--- src/rtl/common_dffram_fifo_ctrl_pkg.sv ---
// Shared definitions for FIFOs built from the single-port DFF RAM macro.
// This file has no ports. It holds the RAM access type and helpers for depth,
// capacity (RAM depth plus the head register) and count width. Other
// DFF-RAM-based queues reuse these helpers.
package common_dffram_fifo_ctrl_pkg;

  typedef enum logic [1:0] {
    RAM_IDLE  = 2'd0,
    RAM_WRITE = 2'd1,
    RAM_READ  = 2'd2
  } ram_op_e;

  function automatic int fifo_depth(input int addr_width);
    return 1 << addr_width;
  endfunction

  // The head register holds one entry in front of the RAM.
  function automatic int fifo_capacity(input int addr_width);
    return (1 << addr_width) + 1;
  endfunction

  // The width holds values from 0 to RAM_DEPTH, and also RAM_DEPTH+1.
  function automatic int fifo_cnt_w(input int addr_width);
    return addr_width + 1;
  endfunction

endpackage

--- src/rtl/common_dffram_fifo_ctrl_if.sv ---
// Push/pop handshake bundle for common_dffram_fifo_ctrl.
// Signals:
//   push_valid, push_data : producer to FIFO
//   push_ready            : FIFO to producer
//   pop_valid, pop_data   : FIFO to consumer
//   pop_ready             : consumer to FIFO
// Modports: slave is the FIFO side. master is the producer/consumer side.
interface common_dffram_fifo_ctrl_if #(
  parameter int DATA_WIDTH = 8
) ();
  logic                  push_valid;
  logic                  push_ready;
  logic [DATA_WIDTH-1:0] push_data;
  logic                  pop_valid;
  logic                  pop_ready;
  logic [DATA_WIDTH-1:0] pop_data;

  modport slave (
    input  push_valid, push_data, pop_ready,
    output push_ready, pop_valid, pop_data
  );

  modport master (
    output push_valid, push_data, pop_ready,
    input  push_ready, pop_valid, pop_data
  );
endinterface

--- src/rtl/common_dffram_fifo_ptr.sv ---
// Write/read pointers and RAM occupancy for a DFF-RAM-backed FIFO.
// Ports:
//   clk, reset   : clock and synchronous active-high reset
//   clr          : synchronous clear, same effect as reset
//   inc_w, inc_r : a RAM write or a RAM read happened this cycle
//                  (the two never occur together)
//   wptr, rptr   : RAM addresses; they wrap modulo 1<<ADDR_WIDTH
//   ram_cnt      : number of entries held in the RAM, 0..1<<ADDR_WIDTH
module common_dffram_fifo_ptr #(
  parameter int ADDR_WIDTH = 2
) (
  input  logic                  clk,
  input  logic                  reset,
  input  logic                  clr,
  input  logic                  inc_w,
  input  logic                  inc_r,
  output logic [ADDR_WIDTH-1:0] wptr,
  output logic [ADDR_WIDTH-1:0] rptr,
  output logic [ADDR_WIDTH:0]   ram_cnt
);

  // A power-of-two depth lets the pointers wrap by simple overflow.
  // Full and empty come from ram_cnt, not from comparing the pointers.
  always_ff @(posedge clk) begin
    if (reset || clr) begin
      wptr    <= '0;
      rptr    <= '0;
      ram_cnt <= '0;
    end else begin
      if (inc_w) wptr <= wptr + ADDR_WIDTH'(1);
      if (inc_r) rptr <= rptr + ADDR_WIDTH'(1);
      case ({inc_w, inc_r})
        2'b10:   ram_cnt <= ram_cnt + (ADDR_WIDTH+1)'(1);
        2'b01:   ram_cnt <= ram_cnt - (ADDR_WIDTH+1)'(1);
        default: ram_cnt <= ram_cnt;
      endcase
    end
  end

endmodule

--- src/rtl/common_dffram_fifo_ctrl.sv ---
// FIFO controller in front of a single-port DFF RAM. The RAM has one address,
// a write enable and combinational read data. A head register sits in front
// of the RAM, so capacity is (1<<ADDR_WIDTH)+1. Each cycle the single RAM port
// serves either a push write or a head refill read, never both.
// Ports:
//   clk, reset : clock and synchronous active-high reset
//   flush      : synchronous queue clear
//   fifo       : push/pop handshake (slave modport)
//   count      : total entries (head + RAM)
//   ram_addr, ram_en, ram_we, ram_din, ram_dout : RAM port
//   err        : sticky overflow/underflow flag; present only when
//                COMMON_DFFRAM_FIFO_ERRCHK_EN is defined
module common_dffram_fifo_ctrl
  import common_dffram_fifo_ctrl_pkg::*;
#(
  parameter int DATA_WIDTH = 8,
  parameter int ADDR_WIDTH = 2
) (
  input  logic                    clk,
  input  logic                    reset,
  input  logic                    flush,
  common_dffram_fifo_ctrl_if.slave fifo,
  output logic [ADDR_WIDTH:0]     count,
  output logic [ADDR_WIDTH-1:0]   ram_addr,
  output logic                    ram_en,
  output logic                    ram_we,
  output logic [DATA_WIDTH-1:0]   ram_din,
  input  logic [DATA_WIDTH-1:0]   ram_dout
`ifdef COMMON_DFFRAM_FIFO_ERRCHK_EN
  ,
  output logic                    err
`endif
);

  localparam int DEPTH = fifo_depth(ADDR_WIDTH);
  localparam int CNT_W = fifo_cnt_w(ADDR_WIDTH);

  logic                  head_valid;
  logic [DATA_WIDTH-1:0] head_data;
  logic [ADDR_WIDTH-1:0] wptr;
  logic [ADDR_WIDTH-1:0] rptr;
  logic [CNT_W-1:0]      ram_cnt;
  logic                  ram_empty;
  logic                  ram_full;
  logic                  pop_fire;
  logic                  push_fire;
  ram_op_e               ram_op;

  assign ram_empty = (ram_cnt == '0);
  assign ram_full  = (ram_cnt == CNT_W'(DEPTH));

  assign fifo.pop_valid = head_valid;
  assign fifo.pop_data  = head_data;

  // A pop seen during flush is discarded.
  assign pop_fire = head_valid & fifo.pop_ready & ~flush;

  // When the RAM holds data, a pop uses the port for a refill, so a push
  // must wait. This makes a combinational path from pop_ready.
  assign fifo.push_ready = ~flush & (ram_empty | (~ram_full & ~pop_fire));
  assign push_fire       = fifo.push_valid & fifo.push_ready;

  // A push goes to the RAM only when the head stays occupied this cycle.
  // If the RAM is non-empty, head_valid is already 1, so one test covers
  // both cases.
  always_comb begin
    ram_op = RAM_IDLE;
    if (!ram_empty && pop_fire)
      ram_op = RAM_READ;
    else if (push_fire && head_valid && !pop_fire)
      ram_op = RAM_WRITE;
  end

  assign ram_en   = (ram_op != RAM_IDLE);
  assign ram_we   = (ram_op == RAM_WRITE);
  assign ram_addr = ram_we ? wptr : rptr;
  assign ram_din  = fifo.push_data;

  always_ff @(posedge clk) begin
    if (reset || flush) begin
      head_valid <= 1'b0;
    end else if (ram_op == RAM_READ) begin
      head_data <= ram_dout;
    end else if (push_fire && ram_op != RAM_WRITE) begin
      head_valid <= 1'b1;
      head_data  <= fifo.push_data;
    end else if (pop_fire) begin
      head_valid <= 1'b0;
    end
  end

  common_dffram_fifo_ptr #(.ADDR_WIDTH(ADDR_WIDTH)) u_ptr (
    .clk     (clk),
    .reset   (reset),
    .clr     (flush),
    .inc_w   (ram_op == RAM_WRITE),
    .inc_r   (ram_op == RAM_READ),
    .wptr    (wptr),
    .rptr    (rptr),
    .ram_cnt (ram_cnt)
  );

  assign count = ram_cnt + CNT_W'(head_valid);

`ifdef COMMON_DFFRAM_FIFO_ERRCHK_EN
  localparam int CAP = fifo_capacity(ADDR_WIDTH);

  always_ff @(posedge clk) begin
    if (reset || flush)
      err <= 1'b0;
    else if ((fifo.push_valid && !fifo.push_ready && count == CNT_W'(CAP)) ||
             (fifo.pop_ready && !head_valid))
      err <= 1'b1;
  end
`endif

endmodule

--- src/flat_wrapper.sv ---
// flat-port wrapper written by rule: the top's interface ports become plain ports
module common_dffram_fifo_ctrl_flat import common_dffram_fifo_ctrl_pkg::*;
#(
  parameter int DATA_WIDTH = 8,
  parameter int ADDR_WIDTH = 2
)
  (clk, reset, flush, count, ram_addr, ram_en, ram_we, ram_din, ram_dout, fifo_push_valid, fifo_push_data, fifo_pop_ready, fifo_push_ready, fifo_pop_valid, fifo_pop_data);
  common_dffram_fifo_ctrl_if #(.DATA_WIDTH(DATA_WIDTH)) fifo_i ();
  input  logic clk;
  input  logic reset;
  input  logic flush;
  output logic [ADDR_WIDTH:0] count;
  output logic [ADDR_WIDTH-1:0] ram_addr;
  output logic ram_en;
  output logic ram_we;
  output logic [DATA_WIDTH-1:0] ram_din;
  input  logic [DATA_WIDTH-1:0] ram_dout;
  input wire logic [$bits(fifo_i.push_valid)-1:0] fifo_push_valid;
  input wire logic [$bits(fifo_i.push_data)-1:0] fifo_push_data;
  input wire logic [$bits(fifo_i.pop_ready)-1:0] fifo_pop_ready;
  output wire logic [$bits(fifo_i.push_ready)-1:0] fifo_push_ready;
  output wire logic [$bits(fifo_i.pop_valid)-1:0] fifo_pop_valid;
  output wire logic [$bits(fifo_i.pop_data)-1:0] fifo_pop_data;
  assign fifo_i.push_valid = fifo_push_valid;
  assign fifo_i.push_data = fifo_push_data;
  assign fifo_i.pop_ready = fifo_pop_ready;
  assign fifo_push_ready = fifo_i.push_ready;
  assign fifo_pop_valid = fifo_i.pop_valid;
  assign fifo_pop_data = fifo_i.pop_data;
  common_dffram_fifo_ctrl #(.DATA_WIDTH(DATA_WIDTH), .ADDR_WIDTH(ADDR_WIDTH)) u_core (.clk(clk), .reset(reset), .flush(flush), .fifo(fifo_i), .count(count), .ram_addr(ram_addr), .ram_en(ram_en), .ram_we(ram_we), .ram_din(ram_din), .ram_dout(ram_dout));
endmodule
--- config.mk ---
export PLATFORM = sky130hd
export DESIGN_NAME = common_dffram_fifo_ctrl_flat
export DESIGN_NICKNAME = d
export VERILOG_FILES = /design/src/rtl/common_dffram_fifo_ctrl_pkg.sv /design/src/rtl/common_dffram_fifo_ctrl_if.sv /design/src/rtl/common_dffram_fifo_ptr.sv /design/src/rtl/common_dffram_fifo_ctrl.sv /design/src/flat_wrapper.sv
export SDC_FILE = /design/constraint.sdc
export NUM_CORES = 1
export LEC_CHECK = 0
export CAP_MARGIN = 20
export CELL_PAD_IN_SITES_DETAIL_PLACEMENT = 1
export CELL_PAD_IN_SITES_GLOBAL_PLACEMENT = 2
export CORE_UTILIZATION = 27
export CTS_BUF_LIST = sky130_fd_sc_hd__clkbuf_16
export DETAILED_ROUTE_END_ITERATION = 8
export DONT_BUFFER_PORTS = 1
export HOLD_SLACK_MARGIN = 0.12
export PLACE_DENSITY = 0.63
export SLEW_MARGIN = 20
export SYNTH_ARGS = -nofsm -noshare
export SYNTH_HDL_FRONTEND = slang
export SYNTH_SLANG_ARGS = --single-unit
--- constraint.sdc ---
create_clock -name clk -period 4.5 [get_ports clk]
set_input_delay 0.9 -clock clk [delete_from_list [all_inputs] [get_ports clk]]
set_output_delay 0.9 -clock clk [all_outputs]
set_load 0.02 [all_outputs]
==> flow_summary.toml <==
[worst_setup_path]
rr_worst_depth = 7
cp-end-kind = "primary output"
arrival_ns = 1.98
cp-start-kind = "flip-flop"
path_class = "flip-flop to primary output"
r2r_slack_ns = 1.90
worstPathMaxFanout = 15
r2r_end = "u_core.u_ptr.ram_cnt[2]"
critPathLaunch = "u_core.fifo.pop_valid"
crit_required_ns = 3.60
rr_startpoint = "u_core.fifo.pop_valid"

[placement]
dp_hpwl_um = 1481
gp_congestion = 0.7060
io_buffers = 0

[timing]
fin_setup_tns_ns = 0
slew_headroom = 0.4774
fin_crit_ns = 2.876
slew_viol_final = 0
setup_viol = 0
final.setup_skew_ns = 0.002278
fin_crit_sh = 0.6391
fmax_mhz = 347.7
hold_violations = 0
rsz0062_at_grt = "no"
worst_slew_pin_slew_ns = 0.7779

[layout]
final_cell_mix = "nand2_1, edfxtp_1, dfxtp_1"
syn_to_final_growth_pct = 5.733
drive_gt1_frac = 0.1443
nets = 122
final_common_cell = "nand2_1"
final_core_util = 0.2973
antennaDiodeCount = 0

[pwr]
ir_worst_vdd_uv = 98.35
pwr_density_cell_nw_per_um2 = 348.9
p_leak_nw = 0.3865

[clock_network]
path_clk_slew_ns = 0.05
cts_setup_buffers = 0
cts.sinks = 16
worst_skew_pair.late_latency_ns = 0.25
cts-hold-fix-buffers = 0
htreeDepth = 1
cts_made_buffers = 3
cts_tree = "done"
ctsResizeCount = 0
ctsLongestPathBuffers = 2
clock-root-buffer = "clkbuf_16"

[logic_synthesis]
yosys_register_bits = 16
syn_nets = 127
async_flop_share = 0
ys_types = 34
synth_edf_count = 8
syn_area_per_cell_um2 = 9.111
syn_inst = 103
synthDominantCellAreaShare = 0.2560
synth_top_area_cell = "edfxtp_1"
synth_warnings = 0
ys_seq_area_frac = 0.4267
synth_area_leaders = "edfxtp_1, dfxtp_1, nand2_1"
synth_ff_type = "edfxtp_1"
syn-cell-area_um2 = 938.4

[floorplan]
pin_count = 46
die_h_um = 60.96
die_w_um = 60.96
start_util = 0.2812
rows = 21
fp.dieArea_um2 = 3716
core_area_um2 = 3337

[route]
routedWlPerCell_um = 14.00
drc = 0
avgViaCountPerCell = 4.874
drt_iter0_drc = 21
first_pass_iters = 4
vias = 697
ant_nets = 0
drt-total-wl_um = 2002

[hold_path]
worstHoldStart = "u_core.u_ptr.wptr[0]"
holdPathEnd = "u_core.u_ptr.wptr[0]"
hold_path_depth = 2
worstHoldPathType = "flip-flop to flip-flop"

[global_route]
grt_max_degree = 16
grt.total_usage = 0.1179
grt_pass1_vias = 663
grt.overflow.total = 0
grt_pass1_wl_um = 3070
antenna_found_initial = 0

[job]
max_cap_viol_count = 0

[status]
outcome = "finished clean"
-- sequential cells by signal, summed over array words and instances (netlist names) --
signal	flops
u_core.u_ptr.ram_cnt	3
u_core.u_ptr.wptr	2
u_core.fifo.pop_valid	1
u_core.u_ptr.rptr	2
u_core.fifo.pop_data	8
-- worst max-delay path: stages, from the launching register on --
cell     delay, ns
dfxtp_1       0.57
nand2_1       0.19
nor3_4        0.52
inv_2         0.24
nand2_2       0.20
-- report_power, final --
part	leakage [nW]	internal, W	total, W	switching (W)
clock network	0.0423	0.000118	0.000176	0.0000578
logic	0.207	0.00000479	0.0000121	0.00000733
registers	0.137	0.000155	0.000158	0.00000307
total	0.386	0.000278	0.000346	0.0000682
-- per-layer routing --
layer  global-route usage  part of all wire  up-vias
met5                    0                 0        -
met4              0.07792             0.027        0
met3              0.02345             0.067        5
met2               0.1915              0.50       35
met1               0.1410              0.41      330
li1                     -                 -      327
-- Yosys cell counts (2+ instances only) --
cell	instances
a21oi_1	2
buf_4	8
dfxtp_1	8
edfxtp_1	8
ha_1	2
inv_1	3
inv_2	2
nand2_1	28
nand2_2	2
nor2_1	6
nor3_1	7
nor3b_1	2
o21ai_0	2
xnor2_1	2
xor2_1	2
-- metrics by stage --
| step | std cells | instance area (µm²) | power, W | setup slack, ns | hold slack (ns) |
|---|---|---|---|---|---|
| 6_report | 143 | 992.2 | 0.0003462 | 1.624 | 0.5152 |
| 5_1_grt | 143 | 992.2 | 0.0003593 | 1.429 | 0.5750 |
| 4_1_cts | 143 | 992.2 | 0.0003530 | 1.569 | 0.5209 |
| 3_5_place_dp | 139 | 913.4 | 0.0001735 | 1.605 | 0.5072 |
| 3_3_place_gp | 139 | 913.4 | 0.0001730 | 1.648 | 0.4969 |
| 2_1_floorplan | 103 | 938.4 | 0.0001814 | 1.776 | 0.4789 |
-- how the worst max path moves through the flow --
stage	end	slack, ns	cells past startpoint
3_5_place_dp	ram_en	1.61	4
6_report	ram_en	1.62	4
2_1_floorplan	ram_addr[1]	1.78	4
3_3_place_gp	ram_addr[1]	1.65	4
5_1_grt	ram_en	1.43	4
4_1_cts	ram_en	1.57	4
-- area by class of cell --
class                           count  area [µm²]
Fill cell                         415        2345
Multi-Input combinational cell     71       429.2
Clock buffer                        3       75.07
Sequential cell                    16       400.4
Inverter                            5       18.77
Timing Repair Buffer                1       7.507
Tap cell                           46       57.56
Clock inverter                      1       3.754
-- kinds of logic (layout without fill, tap and decap cells) --
group,count (synthesis),after routing,share of synthesized area
flip-flops,16,16,0.4267
adder cells (fa/ha/maj),3,3,0.04800
XOR/XNOR,4,4,0.03734
AND/OR/NAND/NOR,55,55,0.3013
AO/OA/AOI/OAI,9,9,0.07067
buffers and inverters,16,10,0.1160
Note: power is estimated with default switching activity, not from simulation.
